==> src/rtl/fuzz_round_ctrl.sv <==
`default_nettype none
//==============================================================================
// Module      : fuzz_round_ctrl
// Description : Sequences one differential fuzzing round for a base/variant
//               harness pair. The round runs through these states:
//               - reset: hold both DUTs in reset
//               - run: let both DUTs execute
//               - exit: detect pass (tohost[0]) or cycle timeout
//               - halt: freeze the harness clocks
//               - report: hand the result to the host over valid/ready
//               - reload: optionally request a memory reload and loop
//               While running, a stall/watchdog interrupt (msip kick) is raised
//               when coverage stops moving or no pass arrives in time.
// Ports       :
//   i_clock        clock
//   i_reset_n      asynchronous active-low reset
//   i_start        begin a round (sampled in IDLE only)
//   i_fuzz         1: loop through RELOAD after report, 0: back to IDLE
//   i_max_cycles   RUN cycle limit, 0 disables the timeout
//   i_tohost       tohost value from the harness, bit0 = pass
//   i_cov          coverage sum from the DUT
//   o_dut_reset    active-high reset to both harnesses
//   o_clock_en     clock enable to both harnesses
//   o_interrupt    stall / watchdog interrupt
//   o_done_valid   result available
//   i_done_ready   host accepts result
//   o_done_status  2'b01 PASS, 2'b10 TIMEOUT
//   o_done_cycles  RUN cycles consumed, including the exit cycle
//   o_done_tohost  tohost captured at exit (0 on TIMEOUT)
//   o_reload_req   memory / cosim reload request
//   i_reload_ack   reload complete
//   o_busy         controller not idle
// Revision    : 1.0 - initial release
//==============================================================================
module fuzz_round_ctrl #(
  parameter int unsigned MAX_WAIT_CYCLE = 1000,
  parameter int unsigned WATCHDOG_LIMIT = 50000,
  parameter int unsigned RESET_CYCLES   = 8,
  parameter int unsigned HALT_CYCLES    = 5,
  parameter int unsigned COV_W          = 30,
  parameter int unsigned COV_SHIFT      = 19
) (
  input  logic             i_clock,
  input  logic             i_reset_n,
  input  logic             i_start,
  input  logic             i_fuzz,
  input  logic [63:0]      i_max_cycles,
  input  logic [63:0]      i_tohost,
  input  logic [COV_W-1:0] i_cov,
  output logic             o_dut_reset,
  output logic             o_clock_en,
  output logic             o_interrupt,
  output logic             o_done_valid,
  input  logic             i_done_ready,
  output logic [1:0]       o_done_status,
  output logic [63:0]      o_done_cycles,
  output logic [63:0]      o_done_tohost,
  output logic             o_reload_req,
  input  logic             i_reload_ack,
  output logic             o_busy
);

  typedef enum logic [2:0] {
    S_IDLE   = 3'd0,
    S_RST    = 3'd1,
    S_RUN    = 3'd2,
    S_HALT   = 3'd3,
    S_REPORT = 3'd4,
    S_RELOAD = 3'd5
  } state_t;

  localparam logic [31:0] c_RST_LAST  = 32'(RESET_CYCLES - 1);
  localparam logic [31:0] c_HALT_LAST = 32'(HALT_CYCLES - 1);
  localparam logic [63:0] c_WD_LIMIT  = 64'(WATCHDOG_LIMIT);
  localparam logic [63:0] c_MAX_WAIT  = 64'(MAX_WAIT_CYCLE);
  localparam logic [1:0]  c_ST_PASS   = 2'b01;
  localparam logic [1:0]  c_ST_TMO    = 2'b10;

  state_t             r_state;
  state_t             w_state_nxt;
  logic [31:0]        r_phase_cnt;
  logic [31:0]        w_phase_nxt;
  logic [63:0]        r_cycle_cnt;
  logic [63:0]        w_cycle_nxt;
  logic [63:0]        r_stall_cnt;
  logic [63:0]        w_stall_nxt;
  logic [63:0]        r_wd_cnt;
  logic [63:0]        w_wd_nxt;
  logic [COV_W-1:0]   r_pre_cov;
  logic [COV_W-1:0]   w_pre_cov_nxt;

  logic               r_dut_reset;
  logic               r_clock_en;
  logic               r_interrupt;
  logic               r_done_valid;
  logic [1:0]         r_done_status;
  logic [63:0]        r_done_cycles;
  logic [63:0]        r_done_tohost;
  logic               r_reload_req;
  logic               r_busy;

  logic [63:0]        w_cyc_inc;
  logic               w_pass;
  logic               w_tmo;
  logic               w_exit;
  logic               w_int_nxt;
  logic [63:0]        w_tier;
  logic [63:0]        w_thresh;

  // Saturating post-increment value; exit decisions use this so the exit
  // cycle itself is counted.
  assign w_cyc_inc = (r_cycle_cnt == '1) ? r_cycle_cnt : r_cycle_cnt + 64'd1;
  assign w_pass    = i_tohost[0];
  assign w_tmo     = (i_max_cycles != 64'd0) && (w_cyc_inc > i_max_cycles);
  assign w_exit    = (r_state == S_RUN) && (w_pass || w_tmo);

  // Higher coverage tiers get proportionally longer stall budgets.
  assign w_tier    = 64'(i_cov >> COV_SHIFT) + 64'd1;
  assign w_thresh  = c_MAX_WAIT * w_tier;

  // Next-state logic
  always_comb begin
    w_state_nxt = r_state;
    w_phase_nxt = 32'd0;
    case (r_state)
      S_IDLE: begin
        if (i_start) w_state_nxt = S_RST;
      end
      S_RST: begin
        if (r_phase_cnt == c_RST_LAST) w_state_nxt = S_RUN;
        else                           w_phase_nxt = r_phase_cnt + 32'd1;
      end
      S_RUN: begin
        if (w_pass || w_tmo) w_state_nxt = S_HALT;
      end
      S_HALT: begin
        if (r_phase_cnt == c_HALT_LAST) w_state_nxt = S_REPORT;
        else                            w_phase_nxt = r_phase_cnt + 32'd1;
      end
      S_REPORT: begin
        if (r_done_valid && i_done_ready)
          w_state_nxt = i_fuzz ? S_RELOAD : S_IDLE;
      end
      S_RELOAD: begin
        // The request must already be visible before an ack is accepted.
        if (r_reload_req && i_reload_ack) w_state_nxt = S_RST;
      end
      default: w_state_nxt = S_IDLE;
    endcase
  end

  // Round counters
  always_comb begin
    w_cycle_nxt   = r_cycle_cnt;
    w_stall_nxt   = r_stall_cnt;
    w_wd_nxt      = r_wd_cnt;
    w_pre_cov_nxt = r_pre_cov;
    if (r_state == S_RST) begin
      w_cycle_nxt   = 64'd0;
      w_stall_nxt   = 64'd0;
      w_wd_nxt      = 64'd0;
      w_pre_cov_nxt = '0;
    end else if (r_state == S_RUN) begin
      w_cycle_nxt = w_cyc_inc;
      if (i_cov != r_pre_cov) begin
        w_pre_cov_nxt = i_cov;
        w_stall_nxt   = 64'd0;
      end else begin
        w_stall_nxt = (r_stall_cnt == '1) ? r_stall_cnt : r_stall_cnt + 64'd1;
      end
      w_wd_nxt = (r_wd_cnt == '1) ? r_wd_cnt : r_wd_cnt + 64'd1;
      // A pass proves forward progress, so both stall measures restart.
      if (w_pass) begin
        w_stall_nxt = 64'd0;
        w_wd_nxt    = 64'd0;
      end
    end
  end

  // Evaluated on the counter values the next cycle will hold, so the
  // registered interrupt lines up with the counters it reflects.
  assign w_int_nxt = (w_state_nxt == S_RUN) &&
                     ((w_stall_nxt >= w_thresh) || (w_wd_nxt >= c_WD_LIMIT));

  always_ff @(posedge i_clock or negedge i_reset_n) begin
    if (!i_reset_n) begin
      r_state     <= S_IDLE;
      r_phase_cnt <= 32'd0;
      r_cycle_cnt <= 64'd0;
      r_stall_cnt <= 64'd0;
      r_wd_cnt    <= 64'd0;
      r_pre_cov   <= '0;
    end else begin
      r_state     <= w_state_nxt;
      r_phase_cnt <= w_phase_nxt;
      r_cycle_cnt <= w_cycle_nxt;
      r_stall_cnt <= w_stall_nxt;
      r_wd_cnt    <= w_wd_nxt;
      r_pre_cov   <= w_pre_cov_nxt;
    end
  end

  // Outputs are registered from the next state, so they change on the same
  // edge that enters a state.
  always_ff @(posedge i_clock or negedge i_reset_n) begin
    if (!i_reset_n) begin
      r_dut_reset   <= 1'b1;
      r_clock_en    <= 1'b1;
      r_interrupt   <= 1'b0;
      r_done_valid  <= 1'b0;
      r_done_status <= 2'b00;
      r_done_cycles <= 64'd0;
      r_done_tohost <= 64'd0;
      r_reload_req  <= 1'b0;
      r_busy        <= 1'b0;
    end else begin
      r_dut_reset  <= (w_state_nxt == S_IDLE) || (w_state_nxt == S_RST) ||
                      (w_state_nxt == S_RELOAD);
      r_clock_en   <= (w_state_nxt == S_IDLE) || (w_state_nxt == S_RST) ||
                      (w_state_nxt == S_RUN);
      r_interrupt  <= w_int_nxt;
      r_done_valid <= (w_state_nxt == S_REPORT);
      r_reload_req <= (w_state_nxt == S_RELOAD);
      r_busy       <= (w_state_nxt != S_IDLE);
      // Result fields hold until the next exit; pass has priority over timeout.
      if (w_exit) begin
        r_done_status <= w_pass ? c_ST_PASS : c_ST_TMO;
        r_done_cycles <= w_cyc_inc;
        r_done_tohost <= w_pass ? i_tohost : 64'd0;
      end
    end
  end

  assign o_dut_reset   = r_dut_reset;
  assign o_clock_en    = r_clock_en;
  assign o_interrupt   = r_interrupt;
  assign o_done_valid  = r_done_valid;
  assign o_done_status = r_done_status;
  assign o_done_cycles = r_done_cycles;
  assign o_done_tohost = r_done_tohost;
  assign o_reload_req  = r_reload_req;
  assign o_busy        = r_busy;

endmodule
`default_nettype wire

==> config.mk <==
export PLATFORM = sky130hd
export DESIGN_NAME = fuzz_round_ctrl
export DESIGN_NICKNAME = d
export VERILOG_FILES = /design/src/rtl/fuzz_round_ctrl.sv
export SDC_FILE = /design/constraint.sdc
export NUM_CORES = 1
export LEC_CHECK = 0
export CAP_MARGIN = 30
export CORE_ASPECT_RATIO = 1.5
export CORE_MARGIN = 3
export CORE_UTILIZATION = 47
export DETAILED_ROUTE_END_ITERATION = 16
export PLACE_DENSITY = 0.78
export SYNTH_ARGS = -nofsm -noshare
export SYNTH_HDL_FRONTEND = slang
export SYNTH_SLANG_ARGS = --single-unit
==> constraint.sdc <==
create_clock -name i_clock -period 11.95 [get_ports i_clock]
set_input_delay 2.39 -clock i_clock [delete_from_list [all_inputs] [get_ports i_clock]]
set_output_delay 2.39 -clock i_clock [all_outputs]
set_load 0.05 [all_outputs]
==> impl_metrics.csv <==
group,metric,value,unit
synth,synthSimpleGateAreaFrac,23.2,%
detailed_routing,drc,0,
synth,synth_area_per_inst,8.97,um2
finish,final_layout_size_suffix_gt1_share,6.72,%
placed_design,io_buffers,299,
synth,post-synth-top-count-cell,"sky130_fd_sc_hd__dfrtp_1",
synth,synth_xor_xnor_area_share,7.43,%
detailed_routing,wl,75.3,mm
sta,setup-violations-final,0,
synth,post_synthesis_net_count,3086,
cts,cts.sink_count,392,
synth,synth_top_cell_by_area,"sky130_fd_sc_hd__dfrtp_1",
floorplanning,die_area,55500,um2
floorplanning,core_region_area,51800,um2
synth,synth_cell_type_count,82,
placed_design,finalWeightedCongestion,0.954,
synth,yosys.area_share.adder,9.24,%
worst_setup_path,critical_path_required,12.42,ns
floorplanning,die_height,287,um
cts,hold_buffers,0,
sta,post-route-min-period,9.36,ns
cts,worst_skew_pair_latency,0.61,ns
cts,tritoncts_clock_tree,"done",
finish,fillCellCount,4537,
power_and_ir_drop,leakagePower,13.9,nW
synth,synth.yosys.seq_area_share,39.6,%
worst_setup_path,cpMostUsedCell,"sky130_fd_sc_hd__inv_1",
finish,non_filler_cells_final,3717,
worst_setup_path,critPathSlowestCell,"sky130_fd_sc_hd__clkdlybuf4s50_1",
synth,fraction_of_the_mapped_netlist_area_in_compound_gates,12.2,%
floorplanning,floorplan.initialDensity,47.8,%
finish,area_occupied_by_multi_input_gates,13800,um2
cts,cts.repair_timing.setup_buffer_count,0,
sta,setup-tns-final,0,ns
synth,main_combinational_cell_family_by_area_after_synthesis,"simple AND/OR/NAND/NOR gates",
cts,h-tree-depth,2,
cts,path_clk_slew,0.06,ns
detailed_routing,detail_route.wl_per_cell,20.3,um
cts,ctsResizeCount,0,
global_route,antenna_found_initial,5,
sta,final_hold_viol_count,0,
global_route,wire_length_of_the_first_global_routing_pass,121,mm
synth,ys.warnings.count,0,
cts,cts_inserted_buffers,42,
placed_design,dp_hpwl,55.9,mm
placed_design,numPlacedInstances,3635,
global_route,grt_pass1_vias,22900,
cts,cts_root_cell,"sky130_fd_sc_hd__clkbuf_16",
run,maxCapViolCount,0,
cts,cts-root-to-sink-buffers,3,
finish,final_cell_area,30000,um2
detailed_routing,viasPerCell,5.94,
worst_setup_path,critical_path.max_stage_delay,0.75,ns
sta,unrepaired_setup_endpoints_after_global_routing,"no",
global_route,grt_overflow_total,0,
min_path,worst_hold_path_type,"reg2reg",
power_and_ir_drop,ir_drop,162,uV
synth,synthMuxAreaShare,3.42,%
worst_setup_path,startpoint_type,"primary input",
sta,fin_crit_sh,78.3,%
sta,worst_slew_pin_slew,1.04,ns
placed_design,dpl_cell_area,28400,um2
synth,synth.ff_latch_count,392,
detailed_routing,dr_total_vias,22100,
floorplanning,die_width,193,um
finish,syn_to_final_growth,21.2,%
global_route,maximum_number_of_pins_on_one_net_before_global_route_repair,121,
detailed_routing,drt_first_iter_violations,1476,
finish,post-route-util,57.9,%
worst_setup_path,crit_path_end_kind,"flip-flop",
synth,post_synth_instance_area,24800,um2
sta,slew_headroom,30.3,%
power_and_ir_drop,pwr_density_cell,163,nW/um2
sta,maxClockFrequency,107,MHz
power_and_ir_drop,total_power,4.88,mW
synth,netlist.area_leader.share,39.4,%
sta,fin_worst_skew,0.0312,ns
worst_setup_path,worst-setup-path-type,"in2reg",
finish,final_net_count,3331,
floorplanning,pin_count,300,
finish,register_area,9810,um2
global_route,grt_util_all_layers,26.4,%
detailed_routing,first_pass_iters,6,
detailed_routing,ant_nets,0,
synth,synth_edf_count,0,
floorplanning,row_count,102,
sta,maxSlewViolCount,0,
synth,synthArstFlopShare,100,%
synth,yosys_most_used_dff,"sky130_fd_sc_hd__dfrtp_1",
worst_setup_path,critical_path_peak_fanout,10,
synth,synth_top_cells_by_count,"sky130_fd_sc_hd__dfrtp_1, sky130_fd_sc_hd__nand2_1, sky130_fd_sc_hd__nor2_1",
worst_setup_path,worstPathArrival,9.82,ns
synth,synth.top_cells.by_area,"sky130_fd_sc_hd__dfrtp_1, sky130_fd_sc_hd__ha_1, sky130_fd_sc_hd__nand2_1, sky130_fd_sc_hd__xnor2_1, sky130_fd_sc_hd__nand3_1",
status,outcome,"finished, final reports clean",
synth,syn_inst,2760,
[state kept, by name, indices dropped and copies added (netlist names)]
signal,count
r_cycle_cnt,64
o_busy,1
r_state,3
o_done_tohost,63
r_wd_cnt,64
o_clock_en,1
r_phase_cnt,32
o_reload_req,1
o_done_status,2
o_dut_reset,1
o_interrupt,1
r_pre_cov,30
o_done_cycles,64
o_done_valid,1
r_stall_cnt,64
[per-layer routing]
| metal | track usage, % | share of wire, % |
|---|---|---|
| met1 | 29.4 | 37 |
| met2 | 48.1 | 51 |
| met5 | 0 | 0 |
| met4 | 12.6 | 4.9 |
| met3 | 5.68 | 6.8 |
[cell families (layout without fill, tap and decap cells)]
logic type                 count (synthesis)  after routing
muxes                                     77             77
DFF                                      392            392
buffers and inverters                    319            596
other                                      0              4
AOI/OAI and AO/OA                        456            456
xor gates and xnor gates                 210            210
adders and majority gates                164            164
and+or+nand+nor                         1142           1142
[cell usage in the layout (no fill, tap or decap), types with 43 or more instances in the layout]
master and n:
sky130_fd_sc_hd__dfrtp_1 390, sky130_fd_sc_hd__nand2_1 324, sky130_fd_sc_hd__clkdlybuf4s50_1 298, sky130_fd_sc_hd__nor2_1 204
sky130_fd_sc_hd__nand3_1 203, sky130_fd_sc_hd__inv_1 195, sky130_fd_sc_hd__xnor2_1 134, sky130_fd_sc_hd__o21ai_0 131
sky130_fd_sc_hd__ha_1 130, sky130_fd_sc_hd__nand4_1 91, sky130_fd_sc_hd__a21oi_1 85, sky130_fd_sc_hd__xor2_1 76
sky130_fd_sc_hd__nor4_1 65, sky130_fd_sc_hd__mux2_2 61, sky130_fd_sc_hd__and3_1 48, sky130_fd_sc_hd__a21o_1 43
[power breakdown]
group,leakage (nW),internal (mW),total [mW],switching (mW)
clock,0.768,0.901,1.50,0.600
combinational,7.73,0.624,1.87,1.25
sequential,5.44,1.43,1.50,0.0769
total,13.9,2.95,4.88,1.92
[worst max-delay path: cells and delay by family]
kind,cells,cell delay (ns)
buffers and inverters,8,1.31
and+or+nand+nor,10,1.49
xor gates and xnor gates,1,0.42
AOI/OAI and AO/OA,7,1.51
adders and majority gates,7,2.68
[final cells by class]
type	instances	share of cell area (%)
diodes	4	0.0334
repair buffers	325	10.7
well taps	676	2.82
flip-flops and latches	392	32.7
clock buffers	54	3.92
inverters	195	2.44
multi-input cells	2049	46.0
clock inverters	22	1.37
[stage by stage]
| step | hold slack, ns | setup WS (ns) |
|---|---|---|
| finish | 0.493 | 2.59 |
| global route | 0.519 | 2.03 |
| CTS | 0.500 | 2.61 |
| detailed placement | 0.484 | 2.03 |
| global placement | 0.478 | 2.20 |
| floorplan | 0.469 | 3.36 |
[worst paths after layout]
kind / slack [ns] / start / depth (start not counted) / to
worst max-delay path: 2.59 / i_cov[19] / 33 / o_interrupt
worst min-delay path: 0.49 / o_done_tohost[28] / 2 / o_done_tohost[28]
worst max register to register: 4.74 / r_cycle_cnt[31] / 17 / o_busy
worst min register to register: 0.49 / o_done_tohost[28] / 2 / o_done_tohost[28]
max in group asynchronous: 8.10 / i_reset_n / 4 / r_stall_cnt[4]
min in group asynchronous: 1.84 / i_reset_n / 1 / o_done_tohost[5]
Note: power is estimated with default switching activity, not from simulation.
